<file path="config.mk">
export PLATFORM = sky130hd
export DESIGN_NAME = srv_retire_trace_buf
export DESIGN_NICKNAME = d
export VERILOG_FILES = /design/src/rtl/srv_retire_trace_buf.sv
export SDC_FILE = /design/constraint.sdc
export NUM_CORES = 1
export LEC_CHECK = 0
export CAP_MARGIN = 20
export CORE_MARGIN = 3
export CORE_UTILIZATION = 55
export DETAILED_ROUTE_END_ITERATION = 6
export HOLD_SLACK_MARGIN = 0.02
export PLACE_DENSITY = 0.76
export SLEW_MARGIN = 20
export SYNTH_ARGS = -nofsm -noshare
export SYNTH_HDL_FRONTEND = slang
export SYNTH_SLANG_ARGS = --single-unit
</file>
<file path="constraint.sdc">
create_clock -name clk -period 27.4 [get_ports clk]
set_clock_uncertainty 0.1 [all_clocks]
set_input_delay 4.11 -clock clk [delete_from_list [all_inputs] [get_ports clk]]
set_output_delay 4.11 -clock clk [all_outputs]
set_load 0.005 [all_outputs]
</file>
<file path="src/rtl/srv_retire_trace_buf.sv">
// srv_retire_trace_buf: captures up to two retired instructions per cycle (i0 older than i1),
// keeps them in program order in a register FIFO, and drains one per cycle over a valid/ready
// trace port. It never stalls the core: retires that do not fit are dropped and counted.
// Optional build macro: SRV_TRACE_TIMESTAMP_EN adds a per-entry 32-bit cycle stamp (trace_cycle).
module srv_retire_trace_buf #(
  parameter int DEPTH  = 8,
  parameter int DROP_W = 16
) (
  input  logic              clk,
  input  logic              reset,
  input  logic              trace_clr,
  input  logic              rtu_i0_vld,
  input  logic [31:0]       rtu_i0_pc,
  input  logic              rtu_i0_rd_wen,
  input  logic [4:0]        rtu_i0_rd_idx,
  input  logic [31:0]       rtu_i0_rd_data,
  input  logic              rtu_i1_vld,
  input  logic [31:0]       rtu_i1_pc,
  input  logic              rtu_i1_rd_wen,
  input  logic [4:0]        rtu_i1_rd_idx,
  input  logic [31:0]       rtu_i1_rd_data,
  output logic              trace_valid,
  input  logic              trace_ready,
  output logic [31:0]       trace_pc,
  output logic              trace_rd_wen,
  output logic [4:0]        trace_rd_idx,
  output logic [31:0]       trace_rd_data,
`ifdef SRV_TRACE_TIMESTAMP_EN
  output logic [31:0]       trace_cycle,
`endif
  output logic              trace_ovf,
  output logic [DROP_W-1:0] trace_drop_cnt,
  output logic [31:0]       trace_ret_cnt
);

  localparam int AW = $clog2(DEPTH);
  localparam int PW = AW + 1;

  // One FIFO entry; the stamp field only exists in the timestamp build.
  typedef struct packed {
`ifdef SRV_TRACE_TIMESTAMP_EN
    logic [31:0] cycle;
`endif
    logic [31:0] pc;
    logic        rd_wen;
    logic [4:0]  rd_idx;
    logic [31:0] rd_data;
  } entry_t;

  entry_t        mem [DEPTH];
  logic [PW-1:0] wptr;
  logic [PW-1:0] rptr;
  logic [PW-1:0] count;
  logic [PW-1:0] wptr_p1;
  logic          full;
  logic          room2;
  logic [1:0]    n_vld;
  logic [1:0]    n_store;
  logic [1:0]    n_drop;
  logic          pop;
  entry_t        slot0;
  entry_t        slot1;
  entry_t        ent_a;
  entry_t        ent_b;
  entry_t        head;
  logic [DROP_W:0] drop_sum;
  logic [DROP_W-1:0] drop_next;

`ifdef SRV_TRACE_TIMESTAMP_EN
  logic [31:0] cyc_cnt;

  // Free-running cycle counter stamped into every entry pushed this cycle.
  always_ff @(posedge clk or posedge reset) begin
    if (reset) begin
      cyc_cnt <= '0;
    end else if (trace_clr) begin
      cyc_cnt <= '0;
    end else begin
      cyc_cnt <= cyc_cnt + 32'd1;
    end
  end
`endif

  // Occupancy is derived from the registered pointers only, so a pop this
  // cycle never makes room for this cycle's push.
  always_comb begin
    count   = wptr - rptr;
    wptr_p1 = wptr + PW'(1);
    full    = (wptr[AW] != rptr[AW]) && (wptr[AW-1:0] == rptr[AW-1:0]);
    room2   = (count <= PW'(DEPTH - 2));
    pop     = trace_valid && trace_ready;
  end

  // Pack each retire slot into an entry; both slots of a cycle share the stamp.
  always_comb begin
    slot0         = '0;
    slot1         = '0;
    slot0.pc      = rtu_i0_pc;
    slot0.rd_wen  = rtu_i0_rd_wen;
    slot0.rd_idx  = rtu_i0_rd_idx;
    slot0.rd_data = rtu_i0_rd_data;
    slot1.pc      = rtu_i1_pc;
    slot1.rd_wen  = rtu_i1_rd_wen;
    slot1.rd_idx  = rtu_i1_rd_idx;
    slot1.rd_data = rtu_i1_rd_data;
`ifdef SRV_TRACE_TIMESTAMP_EN
    slot0.cycle   = cyc_cnt;
    slot1.cycle   = cyc_cnt;
`endif
  end

  // Compact valid slots in program order: the oldest valid slot always goes
  // to wptr, the second (only when both are valid) to wptr+1.
  always_comb begin
    ent_a = rtu_i0_vld ? slot0 : slot1;
    ent_b = slot1;
  end

  // Decide how many slots fit; with one free entry only the older survives.
  always_comb begin
    n_vld   = {1'b0, rtu_i0_vld} + {1'b0, rtu_i1_vld};
    n_store = 2'd0;
    if (full) begin
      n_store = 2'd0;
    end else if (!room2) begin
      n_store = (n_vld != 2'd0) ? 2'd1 : 2'd0;
    end else begin
      n_store = n_vld;
    end
    n_drop = n_vld - n_store;
  end

  // Saturating add for the drop counter.
  always_comb begin
    drop_sum  = {1'b0, trace_drop_cnt} + (DROP_W + 1)'(n_drop);
    drop_next = drop_sum[DROP_W] ? {DROP_W{1'b1}} : drop_sum[DROP_W-1:0];
  end

  // Storage array: no reset needed, every output read is gated by occupancy.
  always_ff @(posedge clk) begin
    if (!trace_clr) begin
      if (n_store != 2'd0) begin
        mem[wptr[AW-1:0]] <= ent_a;
      end
      if (n_store == 2'd2) begin
        mem[wptr_p1[AW-1:0]] <= ent_b;
      end
    end
  end

  // Pointers: clear wins over push/pop; otherwise push and pop both apply.
  always_ff @(posedge clk or posedge reset) begin
    if (reset) begin
      wptr <= '0;
      rptr <= '0;
    end else if (trace_clr) begin
      wptr <= '0;
      rptr <= '0;
    end else begin
      wptr <= wptr + PW'(n_store);
      if (pop) begin
        rptr <= rptr + PW'(1);
      end
    end
  end

  // Statistics: sticky overflow, saturating drop count, wrapping retire count.
  // Retires discarded by a clear are neither stored nor counted as drops.
  always_ff @(posedge clk or posedge reset) begin
    if (reset) begin
      trace_ovf      <= 1'b0;
      trace_drop_cnt <= '0;
      trace_ret_cnt  <= '0;
    end else if (trace_clr) begin
      trace_ovf      <= 1'b0;
      trace_drop_cnt <= '0;
      trace_ret_cnt  <= '0;
    end else begin
      if (n_drop != 2'd0) begin
        trace_ovf      <= 1'b1;
        trace_drop_cnt <= drop_next;
      end
      trace_ret_cnt <= trace_ret_cnt + 32'(n_store);
    end
  end

  // Head of FIFO drives the trace port; fields read as zero while empty.
  // The head slot is never written while occupied, so it holds under stall.
  always_comb begin
    head          = mem[rptr[AW-1:0]];
    trace_valid   = (count != '0);
    trace_pc      = trace_valid ? head.pc      : 32'd0;
    trace_rd_wen  = trace_valid ? head.rd_wen  : 1'b0;
    trace_rd_idx  = trace_valid ? head.rd_idx  : 5'd0;
    trace_rd_data = trace_valid ? head.rd_data : 32'd0;
`ifdef SRV_TRACE_TIMESTAMP_EN
    trace_cycle   = trace_valid ? head.cycle   : 32'd0;
`endif
  end

endmodule

</file>
# After elaboration in Yosys (flattened, before gate mapping)
# Memories as Yosys holds them, arrays and structs flattened.
# Index checks and enable logic that the tools add are counted.
[word_totals] wordCells=49 input_bits=146 reg_bits=57 mem_bits_rw=560 n_memories=1
[memory_table] name="mem" words=8 word_bits=70 rd=1 rd_clocked_by_memory_dff=0 write_ports=2 line="50" text="entry_t mem [DEPTH];"
[classes] eq_ne=3 order_cmp=1 n_reduce_logical=8 addsub=8 n_mux=23
[ops] cell="$mux 32" n=3
[ops] cell="$mux 70" n=1
[ops] cell="$mux 16" n=3
[ops] cell="$add 32x2->32" n=1
[ops] cell="$add 16x2->17" n=1
[ops] cell="$mux 4" n=3
[ops] cell="$mux 1" n=10
[ops] cell="$reduce_bool 2->1" n=5
[ops] cell="$mux 5" n=1
[ops] cell="$add 4x1->4 const B" n=1
[ops] cell="$add 4x2->4" n=1
[ops] cell="$le 4x3->1 const B" n=1
[ops] cell="$mux 2" n=2
[ops] cell="$reduce_bool 4->1" n=1
[ops] cell="$sub 4x4->4" n=1
[ops] cell="$add 3x1->3 const B" n=1
[ops] cell="$eq 3x3->1" n=1
[ops] cell="$add 1x1->2" n=1
[ops] cell="$eq 2x2->1 const B" n=1
[ops] cell="$logic_and 1x1->1" n=2
[ops] cell="$sub 2x2->2" n=1
[ops] cell="$ne 1x1->1" n=1

# Depth between registers and ports, before layout
# Gate-level depths: netlist (run 1).
[logic_depth] depth_word=10 ltp_mapped=21 ltp_nobuf=19

# Worst setup path after synthesis (run 1)
# OpenSTA, ideal clock, no wires.
[synth_path] path_kind="input to register" start="in rtu_i0_vld" end="mem mem[4][0] in the netlist's numbering (enable)" t_required_ns=26.611 arrival_ns=12.382 stages=6 path_slack_ns=14.229 cell_sequence="clkbuf_1 -> clkbuf_1 -> inv_1 -> ha_1 -> o31ai_1 -> o41ai_1"
[synth_rtl] element="from (decl)" line="12" text="input logic rtu_i0_vld,"
[synth_rtl] element="to (decl)" line="50"

# Worst setup path in the final report (run 1)
[layout_path] start="reg rptr[0]" end="out trace_rd_idx[3]"
[layout_via] elab_chain_len=3 word_cells_on_any_way=4 cone_classes="1 x add/sub; 1 x mux; 1 x reduce/logical; 1 x memory"
[layout_lines] element="from (decl)" line="52" text="logic [PW-1:0] rptr;"
[layout_lines] element="from (signal assigned)" line="162" text="rptr <= rptr + PW'(1);"
[layout_lines] element="$sub 4x4->4" line="87" text="count = wptr - rptr;"
[layout_lines] element="$reduce_bool 4->1" line="191" text="trace_valid = (count != '0);"
[layout_lines] element="$mux 5 (*)" line="194" text="trace_rd_idx = trace_valid ? head.rd_idx : 5'd0;"
[layout_lines] element="to (decl)" line="26" text="output logic [4:0] trace_rd_idx,"
# Every way passes the cells marked *; elsewhere a longest branch is shown, timed or not.

==> impl_metrics.csv, run 1 <==
group,metric,value,unit
yosys,yosysUniqueCellTypes,47,
cts,cts_resized,0,
route,viasPerCell,6.28,
global_routing,grt_pass1_wl,122000,um
cts,cts_root_buffer,"clkbuf_16",
yosys,yosysSeqAreaShare,0.570,
final_layout,fin_nets,2427,
die,die_area,61100,um^2
global_routing,antenna_found_initial,4,
pwr,p_comb_frac,0.341,
route,dr.pass1.iters,5,
sta,tightest_slew,1.08,ns
sta,min_period,8.77,ns
yosys,synthesis.nets,2195,
sta,relSlewSlack,0.277,
global_routing,grt_max_degree,104,
placement,globalplace.congestion,0.759,
yosys,ys.warnings.count,0,
die,die_y,247,um
route,ant_nets,0,
final_layout,layout-drive-gt1-share,0.393,
sta,fmax,0.114,GHz
route,first_iter_violations,1510,
cts,cts_tree,"done",
placement,hpwl,44400,um
sta,post-route-period-util,0.320,
pwr,peakVddDrop,0.0904,mV
pwr,power_switching,0.943,mW
setup_path,path_max_fanout,59,
global_routing,track_usage,0.262,
die,core,56900,um^2
cts,cts_hold_buf,0,
route,drc,0,
pwr,clkPwrFrac,0.270,
pwr,power_density,83.4,nW/um^2
final_layout,areaGrowthSynthToFinish,16.5,%
status,status,"complete, no violations",
die,ioPinCount,266,
final_layout,fillCellCount,4031,
route,routedWlPerCell,25.9,um
sta,slew_viol_final,0,
placement,dp_slack,18.74,ns
yosys,synth_enable_flop_cells,560,
sta,tns,0,ns
worst_hold_path,hp-class,"reg -> reg",
sta,hold_viol,0,
setup_path,critPathRequiredTime,23.19,ns
die,die_w,247,um
cts,clk_latency,0.58,ns
die,num_rows,87,
route,via_count,19300,
yosys,synth_ff_type,"edfxtp_1",
placement,port_buffers,265,
global_routing,overflow,0,
yosys,avgSynthCellArea,15.8,um^2
yosys,synth_cells,2031,
setup_path,arrival,4.56,ns
cts,htree_levels,3,
cts,cts_setup_buffers,0,
setup_path,end_kind,"output port",
die,start_util,0.562,
flow_run,cap_violations,0,
cts,clkTransAtPathRegs,0.06,ns
yosys,ys_async_sr_fraction,0.0924,
pwr,p_leak,12.4,nW
pwr,switching_share,0.303,
yosys,netlist_area,32000,um^2
setup_path,cp-start-kind,"flop",
yosys,ys_ff_latch,617,
cts,clk_path_buf_depth,3,
pwr,p_seq_frac,0.388,
yosys,synth.area.top_cells,"edfxtp_1 53%, mux2_2 22%, mux4_2 9.9%",
sta,setup-violations-final,0,
yosys,yosys.area.top_type,"edfxtp_1",
sta,fin_ws,18.63,ns
pwr,p_int,2.17,mW
setup_path,critPathKind,"reg -> out",
global_routing,grt_pass1_vias,20200,
route,wl,79500,um
sta,rsz0062_at_grt,"false",
yosys,synth_top_area_frac,0.525,
cts,cts_buffers,68,
cts,cts.sinks,617,
==> kinds of logic (layout without fill, tap and decap cells) <==
kind of cell | Yosys count | after routing | synth area share
adders and majority gates | 18 | 18 | 0.00797
DFF | 617 | 617 | 0.570
AOI/OAI and AO/OA | 119 | 119 | 0.0214
buffers and inverters | 148 | 428 | 0.0246
xor gates and xnor gates | 37 | 37 | 0.0104
and+or+nand+nor | 319 | 319 | 0.0446
other | 0 | 1 | 0
muxes | 773 | 773 | 0.321
==> path summary, 6_finish.rpt <==
| kind | endpoint | cells after the start | startpoint | slack (ns) |
|---|---|---|---|---|
| worst max register to register | mem[2][40] | 11 | rptr[0] | 21.98 |
| max in group asynchronous | rptr[0] | 3 | reset | 22.67 |
| min in group asynchronous | trace_ret_cnt[17] | 3 | reset | 3.96 |
| worst max-delay path | trace_rd_idx[3] | 9 | rptr[0] | 18.63 |
| worst min-delay path | trace_ovf | 2 | trace_ovf | 0.44 |
| worst min register to register | trace_ovf | 2 | trace_ovf | 0.44 |
==> layout make-up <==
type	count	area (um^2)	share of cell area
Sequential cell	617	18300	0.489
Clock inverter	24	141	0.00379
Tap cell	756	946	0.0254
Clock buffer	94	1850	0.0496
Timing Repair Buffer	297	2930	0.0786
Inverter	13	48.8	0.00131
Antenna cell	1	2.50	0.0000671
Multi-Input combinational cell	1266	13100	0.352
==> routing by layer <==
| metal | track usage | routed length [um] | vias to the layer above | share of wire |
|---|---|---|---|---|
| li1 | - | - | 8476 | - |
| met1 | 0.351 | 32300 | 9944 | 0.41 |
| met2 | 0.441 | 39800 | 700 | 0.50 |
| met3 | 0.0449 | 5510 | 127 | 0.069 |
| met4 | 0.0784 | 1880 | 6 | 0.024 |
| met5 | 0 | 47 | - | 0.00059 |
==> layout by cell type (no fill, tap or decap), drive strengths merged, types with 5 or more instances in the layout <==
cell type	netlist	routed
a21oi	85	85
a311oi	6	6
a31oi	5	5
and2	8	8
and3	16	16
and4	6	6
buf	65	34
clkbuf	70	94
clkdlybuf4s50	0	263
clkinv	0	22
dfrtp	57	57
edfxtp	560	560
ha	14	14
inv	13	13
mux2	631	631
mux4	140	140
nand2	169	169
nand2b	5	5
nand3	15	15
nand4	14	14
nor2	56	56
nor2b	7	7
nor3	13	13
o21ai	6	6
xnor2	12	12
xor2	25	25
==> Yosys cell counts, types with 7 or more instances <==
| cell type | instances |
|---|---|
| xor2_1 | 24 |
| dfrtp_1 | 57 |
| and2_1 | 8 |
| buf_6 | 28 |
| and3_1 | 16 |
| nor2b_1 | 7 |
| ha_1 | 14 |
| inv_1 | 12 |
| edfxtp_1 | 560 |
| mux4_2 | 140 |
| a21oi_1 | 85 |
| buf_1 | 19 |
| nand2_1 | 169 |
| xnor2_1 | 12 |
| nor3_1 | 13 |
| clkbuf_1 | 70 |
| nand4_1 | 14 |
| nor2_1 | 54 |
| buf_2 | 18 |
| mux2_2 | 626 |
| nand3_1 | 15 |
==> sequential cells by signal, summed over array words and instances (netlist names) <==
register	flops
trace_ovf	1
trace_drop_cnt	16
wptr	4
trace_ret_cnt	32
rptr	4
mem	560
==> metrics by stage <==
step | utilization | hold WS, ns | area [um^2] | instances | power (mW)
finish | 0.655 | 0.436 | 37300 | 3068 | 3.11
detailed placement | 0.619 | 0.435 | 35300 | 2947 | 2.29
floorplan | - | 0.391 | 32000 | 2031 | 1.80
global placement | 0.619 | 0.381 | 35300 | 2947 | 2.28
CTS | 0.654 | 0.448 | 37200 | 3065 | 3.14
global route | 0.655 | 0.465 | 37300 | 3067 | 3.25
==> worst max-delay path: stages, from the launching register on <==
cell	delay, ns
dfrtp_4	1.00
ha_1	0.31
inv_1	0.06
fa_1	0.37
xor2_1	0.19
nor2_1	0.14
o21a_4	0.27
buf_4	0.76
a21oi_1	0.28
clkdlybuf4s50_1	0.54
==> power by group through the flow <==
stage	registers [mW]	clock network (mW)	logic, mW
finish	1.21	0.841	1.06
global route	1.22	0.892	1.14
CTS	1.21	0.854	1.07
detailed placement	1.23	0	1.06
global placement	1.22	0	1.05
floorplan	1.22	0	0.588
No activity file was read; power rests on OpenSTA's default activity.
==> run 2, diff against run 1 <==
- CORE_UTILIZATION: 55 -> 53
- PLACE_DENSITY: 0.76 -> 0.77
- clock period: 27.4 -> 8 ns (I/O delays scaled with it)
==> run 2 against run 1 <==
Against the previous run: setup slack worse by 17 ns; clock power grew to 3.5 times the previous value; critical endpoint is now trace_rd_idx[4]; sequential power grew to 3.4 times the previous value; final area is 0.22% higher; sequential cell count stayed put; non-clock buffer count is 5 higher.
==> impl_metrics.csv, run 2 (synthesis gave the netlist of run 1 again) <==
group,metric,value,unit
cts,cts_tree,"done",
route,via_count,19400,
setup_path,path_max_fanout,31,
route,first_iter_violations,1607,
placement,port_buffers,265,
setup_path,crit_family,"buffers and inverters",
flow_run,cap_violations,0,
route,drc,0,
cts,cts_resized,0,
cts,cts_root_buffer,"clkbuf_16",
pwr,p_comb_frac,0.342,
sta,slew_viol_final,0,
sta,min_period,5.90,ns
final_layout,post-route-util,0.630,
pwr,switching_share,0.304,
pwr,p_leak,12.5,nW
route,dr.pass1.iters,7,
final_layout,areaGrowthSynthToFinish,16.8,%
final_layout,antenna_cells,0,
pwr,clkPwrFrac,0.275,
pwr,power_switching,3.27,mW
pwr,power_density,288,nW/um^2
die,ioPinCount,266,
setup_path,cpPeakStageDelay,0.84,ns
die,num_rows,89,
cts,cts_hold_buf,0,
sta,rsz0062_at_grt,"false",
pwr,peakVddDrop,0.208,mV
final_layout,layout-drive-gt1-share,0.396,
placement,globalplace.congestion,0.775,
pwr,p_seq_frac,0.383,
sta,tns,0,ns
sta,hold_slack,0.428,ns
setup_path,critPathRequiredTime,6.70,ns
global_routing,track_usage,0.256,
sta,hold_viol,0,
sta,tightest_slew,1.20,ns
worst_hold_path,hp-class,"reg -> reg",
setup_path,cp.buffers_inverters,3,
sta,setup-violations-final,0,
sta,relSlewSlack,0.203,
die,die_area,63400,um^2
global_routing,overflow,0,
global_routing,grt_pass1_wl,123000,um
global_routing,grt_pass1_vias,20300,
route,routedWlPerCell,26.2,um
die,start_util,0.539,
global_routing,grt_max_degree,118,
setup_path,cpMaxStageDelayCell,"o21a_2",
cts,clk_path_buf_depth,3,
setup_path,arrival,4.60,ns
cts,htree_levels,3,
final_layout,fin_nets,2432,
pwr,power,10.8,mW
route,viasPerCell,6.28,
cts,cts_buffers,68,
die,die_w,252,um
cts,clkTransAtPathRegs,0.05,ns
setup_path,cp-start-kind,"flop",
die,die_y,252,um
global_routing,antenna_found_initial,2,
route,ant_nets,0,
status,status,"complete, no violations",
final_layout,largest_reg_flops,560,
setup_path,crit_chain,"ha_1, inv_1, fa_1, xor2_1, nor2_1, o21a_2, buf_4, a21oi_1, clkdlybuf4s50_1",
pwr,p_int,7.49,mW
setup_path,critPathKind,"reg -> out",
sta,fmax,0.170,GHz
cts,cts.sinks,617,
route,wl,80800,um
placement,hpwl,45000,um
final_layout,final_cell_mix,"626 x mux2_2, 560 x edfxtp_1, 263 x clkdlybuf4s50_1",
die,core,59400,um^2
cts,cts_setup_buffers,0,
sta,post-route-period-util,0.737,
setup_path,end_kind,"output port",
cts,clk_latency,0.59,ns
final_layout,final_common_cell,"mux2_2",
run 2: cell count changes in the layout (fill, tap and decap cells not counted), sizes merged:
cell	previous run	this run
clkinv	22	15
bufinv	1	4
diode	1	0
clkbuf	94	90
inv	13	16
buf	34	39
clkinvlp	1	2
run 2: power by group through the flow:
stage | Clock, mW | Combinational, mW | Sequential, mW
after floorplan | 0 | 2.01 | 4.17
after global placement | 0 | 3.65 | 4.16
after detailed placement | 0 | 3.69 | 4.19
after CTS | 3.00 | 3.72 | 4.12
after global routing | 3.12 | 3.94 | 4.15
final | 2.96 | 3.68 | 4.12
run 2: path summary, 6_finish.rpt:
kind                           start           endpoint  slack (ns)  depth (start not counted)
min in group asynchronous      reset  trace_ret_cnt[18]        1.06                          3
min reg2reg                trace_ovf          trace_ovf        0.43                          2
min                        trace_ovf          trace_ovf        0.43                          2
max in group asynchronous      reset            rptr[1]        6.18                          3
max                          rptr[0]    trace_rd_idx[4]        2.10                          9
max reg2reg                  rptr[0]         mem[0][52]        2.61                         10
run 2: area by class of cell:
type	instances	area (um^2)
sequential	617	18300
clock inverter	24	226
inverter	13	48.8
tap	773	967
clock buffer	90	1810
timing repair buffer	302	2970
multi-input combinational	1266	13100
fill	4307	22000
run 2: per-layer routing:
layer / track usage / part of all wire / routed length [um]
met3: 0.0466 / 0.077 / 6210
met1: 0.341 / 0.40 / 32100
met2: 0.432 / 0.50 / 40300
met4: 0.0774 / 0.026 / 2080
met5: 0 / 0.00031 / 25
run 2: metrics by stage:
| step | instance area, um^2 | worst slack (ns) | std cells |
|---|---|---|---|
| after floorplan | 32000 | -2.28 | 2031 |
| after global placement | 35300 | 2.33 | 2970 |
| after detailed placement | 35300 | 2.25 | 2970 |
| after CTS | 37400 | 2.04 | 3084 |
| after global routing | 37400 | 1.87 | 3085 |
| final | 37400 | 2.10 | 3085 |
run 2: worst register-to-register path: stages (launching register included):
cell,delay [ns]
dfrtp_4,0.82
ha_1,0.29
inv_1,0.06
fa_1,0.38
xor2_1,0.20
nand3_1,0.11
o21ai_2,0.11
nor4_1,0.91
nand2_4,0.65
o21ai_4,0.51
buf_4,0.84
